$ cat src/rtl/fma_writeback_buffer.sv
// fma_writeback_buffer: captures a full batch of FMA results in one cycle and
// drains the masked entries, lowest index first, over a valid/ready write port.
module fma_writeback_buffer #(
    parameter  int FMA_COUNT = 2,
    parameter  int WIDTH     = 16,
    localparam int IDX_W     = (FMA_COUNT > 1) ? $clog2(FMA_COUNT) : 1
) (
    input  logic                 clk_in,
    input  logic                 rst_in,
    input  logic [WIDTH-1:0]     fma_result_in [FMA_COUNT-1:0],
    input  logic [FMA_COUNT-1:0] fma_write_mask_in,
    input  logic                 fma_result_valid_in,
    output logic                 busy_out,
    output logic [WIDTH-1:0]     wr_data_out,
    output logic [IDX_W-1:0]     wr_index_out,
    output logic                 wr_valid_out,
    input  logic                 wr_ready_in,
    output logic                 done_out,
    output logic                 overflow_out
);

    typedef enum logic {IDLE = 1'b0, DRAIN = 1'b1} state_t;

    state_t               state_q, state_d;
    logic [WIDTH-1:0]     cap_q [FMA_COUNT-1:0];
    logic [FMA_COUNT-1:0] pending_q;
    logic [FMA_COUNT-1:0] remaining;
    logic [WIDTH-1:0]     wr_data_q;
    logic [IDX_W-1:0]     wr_index_q;
    logic                 wr_valid_q;
    logic                 done_q;
    logic                 overflow_q;
    logic                 accept;
    logic                 handshake;
    logic [IDX_W-1:0]     first_idx;
    logic [IDX_W-1:0]     next_idx;

    // Lowest set bit; scanning downward lets the last hit win.
    function automatic logic [IDX_W-1:0] lowest_set(input logic [FMA_COUNT-1:0] v);
        logic [IDX_W-1:0] r;
        r = '0;
        for (int i = FMA_COUNT - 1; i >= 0; i--) begin
            if (v[i]) r = IDX_W'(i);
        end
        return r;
    endfunction

    // Handshake qualifiers and the pending set left after the current word.
    always_comb begin
        accept    = (state_q == IDLE) && fma_result_valid_in;
        handshake = wr_valid_q && wr_ready_in;
        remaining = pending_q & ~(FMA_COUNT'(1) << wr_index_q);
        first_idx = lowest_set(fma_write_mask_in);
        next_idx  = lowest_set(remaining);
    end

    // State register.
    always_ff @(posedge clk_in or negedge rst_in) begin
        if (!rst_in) state_q <= IDLE;
        else         state_q <= state_d;
    end

    // Next-state: enter DRAIN on a non-empty batch, leave after the last word.
    always_comb begin
        state_d = state_q;
        case (state_q)
            IDLE:    if (accept && (fma_write_mask_in != '0)) state_d = DRAIN;
            DRAIN:   if (handshake && (remaining == '0))      state_d = IDLE;
            default: state_d = IDLE;
        endcase
    end

    // Outputs: busy is a pure state decode, write port comes from registers.
    always_comb begin
        busy_out     = (state_q == DRAIN);
        wr_data_out  = wr_data_q;
        wr_index_out = wr_index_q;
        wr_valid_out = wr_valid_q;
        done_out     = done_q;
        overflow_out = overflow_q;
    end

    // Capture, drain sequencing, done pulse and sticky overflow.
    always_ff @(posedge clk_in or negedge rst_in) begin
        if (!rst_in) begin
            for (int i = 0; i < FMA_COUNT; i++) cap_q[i] <= '0;
            pending_q  <= '0;
            wr_data_q  <= '0;
            wr_index_q <= '0;
            wr_valid_q <= 1'b0;
            done_q     <= 1'b0;
            overflow_q <= 1'b0;
        end else begin
            done_q <= 1'b0;
            if (accept) begin
                if (fma_write_mask_in != '0) begin
                    for (int i = 0; i < FMA_COUNT; i++) cap_q[i] <= fma_result_in[i];
                    pending_q  <= fma_write_mask_in;
                    wr_index_q <= first_idx;
                    wr_data_q  <= fma_result_in[first_idx];
                    wr_valid_q <= 1'b1;
                end else begin
                    // Empty batch completes immediately.
                    done_q <= 1'b1;
                end
            end else if (state_q == DRAIN) begin
                if (fma_result_valid_in) overflow_q <= 1'b1;
                if (handshake) begin
                    pending_q <= remaining;
                    if (remaining != '0) begin
                        wr_index_q <= next_idx;
                        wr_data_q  <= cap_q[next_idx];
                    end else begin
                        wr_valid_q <= 1'b0;
                        done_q     <= 1'b1;
                    end
                end
            end
        end
    end

endmodule
$ cat config.mk
export PLATFORM = sky130hd
export DESIGN_NAME = fma_writeback_buffer
export DESIGN_NICKNAME = d
export VERILOG_FILES = /design/src/rtl/fma_writeback_buffer.sv
export SDC_FILE = /design/constraint.sdc
export NUM_CORES = 1
export LEC_CHECK = 0
export CORE_MARGIN = 5
export CORE_UTILIZATION = 30
export DETAILED_ROUTE_END_ITERATION = 8
export PLACE_DENSITY = 0.63
export SLEW_MARGIN = 5
export SYNTH_ARGS = -nofsm -noshare
export SYNTH_HDL_FRONTEND = slang
export SYNTH_SLANG_ARGS = --single-unit
export TNS_END_PERCENT = 100
$ cat constraint.sdc
create_clock -name clk_in -period 3.3 [get_ports clk_in]
set_clock_uncertainty 0.05 [all_clocks]
set_input_delay 0.66 -clock clk_in [delete_from_list [all_inputs] [get_ports clk_in]]
set_output_delay 0.66 -clock clk_in [all_outputs]
set_load 0.1 [all_outputs]
==> flow_summary.json, run 1 <==
{
  "synthMuxAreaShare": 0.129,
  "endpoint_kind": "register",
  "p_leak_nw": 1.51,
  "fin_crit_sh": 0.685,
  "ir_drop_mv": 0.472,
  "dieWidth_um": 108,
  "cts_resized": 0,
  "cap_violations": 0,
  "worstPathCellList": "clkdlybuf4s50_1 -> nor2_2 -> buf_4 -> o22a_4 -> o31ai_1",
  "fin_util": 0.387,
  "synth_area_um2": 2880,
  "drt_first_pass_iters": 4,
  "synth_top_family_by_area": "compound AO/OA/AOI/OAI gates",
  "hp-class": "in2async",
  "ys_ff_latch": 55,
  "gp_congestion": 0.744,
  "synth_top_area_cell": "dfrtp_1",
  "critPathMaxFanout": 16,
  "status": "finished, final reports clean",
  "synth_compound_area_frac": 0.207,
  "arrival_ns": 2.40,
  "htreeDepth": 2,
  "fp.dieArea_um2": 11700,
  "cts_setup_buffers": 0,
  "max_freq_ghz": 0.442,
  "drc": 0,
  "ff_latch_area_um2": 1380,
  "clock_sinks": 55,
  "ys_seq_area_frac": 0.478,
  "setup_viol": 0,
  "wl_um": 7840,
  "placementRows": 35,
  "multi_input_area_um2": 1370,
  "cts_buffer_depth": 2,
  "synth_xor_area_frac": 0,
  "r2r_end": "wr_data_out[14]",
  "cts_tree": "built",
  "antenna_cells": 0,
  "drt_iter0_drc": 93,
  "vias": 2208,
  "fin_crit_ns": 2.26,
  "grt_overflow": 0,
  "clock_latency_ns": 0.31,
  "synth_area_per_cell_um2": 12.3,
  "final_layout_size_suffix_gt1_frac": 0.319,
  "die_y_um": 108,
  "rr_worst_depth": 3,
  "area_delta_synth_final_pct": 24.6,
  "synthesis.nets": 272,
  "io_buffers": 58,
  "pin_count": 59,
  "worstSetupPathType": "in2reg",
  "cp_slowest_cell": "clkdlybuf4s50_1",
  "grt_pass1_wl_um": 12500,
  "antenna_found_initial": 0,
  "yosys_warnings": 0,
  "crit_required_ns": 3.44,
  "synth_top_area_frac": 0.478,
  "cts_hold_buffers": 0,
  "r2r_slack_ns": 1.13,
  "cts_made_buffers": 5,
  "core-area_um2": 9280,
  "final_nets": 322,
  "grt.total_usage": 0.138,
  "netlist_instances": 234,
  "finalHoldWorstSlack_ns": 0.290,
  "clkTransAtPathRegs_ns": 0.10,
  "grt_max_degree": 37,
  "max_stage_delay_ns": 0.60,
  "r2r_start": "pending_q[1]",
  "power-per-cell-area_nw_per_um2": 1050,
  "tightest_slew_ns": 0.815,
  "drv_slew": 0,
  "synth_simple_gate_area_share": 0.137,
  "tns_ns": 0,
  "yosys-top-cells-area": "dfrtp_1, mux2_2, a211oi_1",
  "detail-route-antenna-nets": 0,
  "rsz0062_at_grt": "no",
  "hpwl_um": 5380,
  "synthAdderAreaFrac": 0,
  "yosysUniqueCellTypes": 30,
  "relSlewSlack": 0.457,
  "initial_core_util": 0.310,
  "crit_path_start_kind": "input port",
  "wl_per_cell_um": 18.9,
  "grt_pass1_vias": 2305,
  "hold_viol_final": 0,
  "cts-root-buf": "clkbuf_8",
  "n_fill_cell": 940,
  "routed_via_density": 5.33
}
## routing by layer
metal | vias to the layer above | GRT usage | wire (um)
met3 | 6 | 0.0340 | 489
met2 | 72 | 0.227 | 3780
li1 | 1022 | - | -
met4 | 0 | 0.0352 | 42
met1 | 1108 | 0.181 | 3520
met5 | - | 0 | 0
## critical path: cells and delay by family
family / cells / cell delay (ns)
simple gates: 1 / 0.45
buf+inv: 2 / 0.87
compound gates: 2 / 0.40
## cell usage after synthesis
library cell  count
a211oi_1         32
o21a_1            1
nand3_1           2
buf_6             5
o22ai_1           2
and4b_1           1
buf_2             7
nand2_1           1
o22a_4            1
o221ai_1         17
nor2_2            1
o31ai_1          17
mux2_2           31
inv_1             1
mux2i_1           1
nand3_2           1
mux2_1            1
a22o_1            2
clkbuf_1         13
dfrtp_1          55
nor2_4            1
and4_1            1
a21o_1            2
nand2b_1          2
nand2b_4          1
and3b_1          19
and3_1            1
nor2b_1           1
and3b_2          13
o311ai_0          1
## placed cells by master (no fill, tap or decap), types with 2 or more instances in the layout
master and n:
a21o_1 2, dfrtp_1 55, clkinv_2 3, and3b_2 13
o31ai_1 17, nand2b_1 2, and3b_1 19, mux2_2 31
a211oi_1 32, buf_4 31, o221ai_1 17, nand3_1 2
clkbuf_8 5, o22ai_1 2, clkdlybuf4s50_1 36, a22o_1 2
## sequential cells by signal (all words and copies together) (netlist names)
name	flops
wr_index_out	1
done_out	1
wr_valid_out	1
overflow_out	1
busy_out	1
pending_q	2
cap_q	32
wr_data_out	16
## per-stage QoR
stage	power [mW]	setup slack (ns)	instance area, um^2	cells
after floorplan	2.89	1.19	2880	234
after global placement	3.37	0.771	3510	406
after detailed placement	3.41	0.685	3510	406
after CTS	3.79	1.04	3590	414
after global routing	3.97	0.870	3590	414
final	3.76	1.04	3590	414
## kinds of logic after synthesis
logic type,Yosys count
buf+inv,26
flops,55
compound gates,75
mux,33
simple gates,45
## power breakdown
group	internal [mW]	switching [mW]	leakage [nW]
logic	0.709	1.42	0.809
clock network	0.146	0.224	0.0477
registers	1.00	0.253	0.657
## worst max-delay path by stage
stage | endpoint | cells past startpoint | start | slack [ns]
detailed placement | wr_data_out[4] | 4 | fma_write_mask_in[0] | 0.68
CTS | wr_data_out[4] | 4 | fma_write_mask_in[0] | 1.04
global route | wr_data_out[2] | 4 | fma_write_mask_in[0] | 0.87
global placement | wr_data_out[15] | 4 | fma_write_mask_in[0] | 0.77
floorplan | wr_data_out[0] | 4 | busy_out | 1.19
finish | wr_data_out[4] | 5 | fma_write_mask_in[0] | 1.04
## layout make-up
type / instances / share of cell area
tap: 129 / 0.0449
clock buffer: 5 / 0.0192
clock inverter: 3 / 0.00418
sequential: 55 / 0.383
timing repair buffer: 68 / 0.167
inverter: 1 / 0.00105
multi-input combinational: 153 / 0.381
No activity file was read; power rests on OpenSTA's default activity.
==> run 2: changes to the inputs <==
==> constraint.sdc (replaced) <==
create_clock -name clk_in -period 2.1 [get_ports clk_in]
set_clock_uncertainty 0.05 [all_clocks]
set_input_delay 0.42 -clock clk_in [delete_from_list [all_inputs] [get_ports clk_in]]
set_output_delay 0.42 -clock clk_in [all_outputs]
set_load 0.1 [all_outputs]
==> flow_summary.json, run 2 (synthesized netlist as in run 1, its figures left out) <==
{
  "cts_hold_buffers": 0,
  "rr_worst_depth": 4,
  "final_common_cell": "dfrtp_1",
  "grt_pass1_wl_um": 13000,
  "p_seq_frac": 0.310,
  "hold_viol_final": 0,
  "cap_violations": 0,
  "die_y_um": 108,
  "fin_util": 0.410,
  "intPower_mw": 3.35,
  "cts-root-buf": "clkbuf_8",
  "wl_met2_um": 3900,
  "drc": 0,
  "wirelength_met1_um": 3530,
  "r2r_start": "busy_out",
  "crit_path_start_kind": "register",
  "grt_max_degree": 32,
  "placementRows": 35,
  "setup_viol": 0,
  "io_buffers": 58,
  "fin_crit_sh": 0.833,
  "cp-startpoint": "wr_index_out",
  "cts_resized": 0,
  "p_clk_frac": 0.132,
  "clock_latency_ns": 0.31,
  "drt_first_pass_iters": 4,
  "multi_input_area_um2": 1370,
  "setup_ws_ns": 0.351,
  "fp.dieArea_um2": 11700,
  "power_frac_comb": 0.559,
  "met3_length_um": 464,
  "layout_common_cells": "dfrtp_1, buf_4, clkdlybuf4s50_1",
  "final_cells": 428,
  "area_delta_synth_final_pct": 32.2,
  "wl_per_cell_um": 18.6,
  "power-per-cell-area_nw_per_um2": 1670,
  "tightest_slew_ns": 0.597,
  "antenna_cells": 0,
  "antenna_found_initial": 0,
  "ff_latch_area_um2": 1380,
  "post-place-cells": 420,
  "crit_required_ns": 1.63,
  "core-area_um2": 9280,
  "relSlewSlack": 0.602,
  "placed_cell_area_um2": 3680,
  "cts_setup_buffers": 0,
  "cts_tree": "built",
  "clkTransAtPathRegs_ns": 0.10,
  "initial_core_util": 0.310,
  "final_nets": 336,
  "hpwl_um": 5690,
  "drv_slew": 0,
  "gp_congestion": 0.761,
  "r2r_end": "cap_q[5]",
  "htreeDepth": 2,
  "status": "finished, final reports clean",
  "routed_via_density": 5.25,
  "worstSetupPathType": "reg2out",
  "largest_register_ffs": 32,
  "power_mw": 6.36,
  "cts_buffer_depth": 2,
  "endpoint_kind": "output port",
  "grt_overflow": 0,
  "fin_area_um2": 3810,
  "clock_sinks": 55,
  "critPathMaxFanout": 17,
  "top_register": "cap_q",
  "swShare": 0.473,
  "finalHoldWorstSlack_ns": 0.0493,
  "grt.total_usage": 0.142,
  "r2r_slack_ns": 0.49,
  "p_leak_nw": 1.62,
  "cts_made_buffers": 5,
  "crit_end": "wr_index_out",
  "arrival_ns": 1.28,
  "ir_drop_mv": 0.684,
  "max_freq_ghz": 0.572,
  "pin_count": 59,
  "final_layout_size_suffix_gt1_frac": 0.355,
  "dp_slack_ns": 0.0299,
  "drt_iter0_drc": 79,
  "hp-class": "in2async",
  "highest_layer": "met4",
  "p_switching_mw": 3.01,
  "grt_pass1_vias": 2411,
  "dieWidth_um": 108,
  "rsz0062_at_grt": "no",
  "wl_um": 7950,
  "fin_crit_ns": 1.75,
  "vias": 2245,
  "n_fill_cell": 942,
  "detail-route-antenna-nets": 0,
  "tns_ns": 0
}
[run 2: cell type report]
type | instances | area share
Sequential cell | 55 | 0.362
Multi-Input combinational cell | 153 | 0.359
Timing Repair Buffer | 82 | 0.201
Tap cell | 129 | 0.0424
Clock buffer | 6 | 0.0190
Clock inverter | 2 | 0.0158
Inverter | 1 | 0.000985
[run 2: worst min-delay path by stage]
stage | start | to | slack [ns] | depth (start not counted)
5_1_grt | rst_in | cap_q[7] | 0.08 | 1
3_3_place_gp | overflow_out | overflow_out | 0.40 | 1
4_1_cts | rst_in | cap_q[23] | 0.07 | 1
6_report | rst_in | cap_q[7] | 0.05 | 1
2_1_floorplan | rst_in | busy_out | 0.07 | 0
3_5_place_dp | overflow_out | overflow_out | 0.40 | 1
[run 2: critical path, stage by stage (launching register included)]
cell and delay [ns]:
dfrtp_2 0.56, buf_4 0.22, buf_12 0.18
[run 2: per-layer routing]
layer / vias up / track usage
li1: 1049 / -
met1: 1122 / 0.192
met2: 68 / 0.231
met3: 6 / 0.0328
met4: 0 / 0.0361
met5: - / 0
[run 2: power groups by stage]
| stage | Sequential, mW | Combinational, mW | Clock [mW] |
|---|---|---|---|
| finish | 1.97 | 3.55 | 0.837 |
| global route | 2.05 | 3.76 | 0.904 |
| CTS | 1.98 | 3.59 | 0.847 |
| detailed placement | 1.99 | 3.59 | 0 |
| global placement | 1.98 | 3.54 | 0 |
| floorplan | 3.14 | 1.41 | 0 |
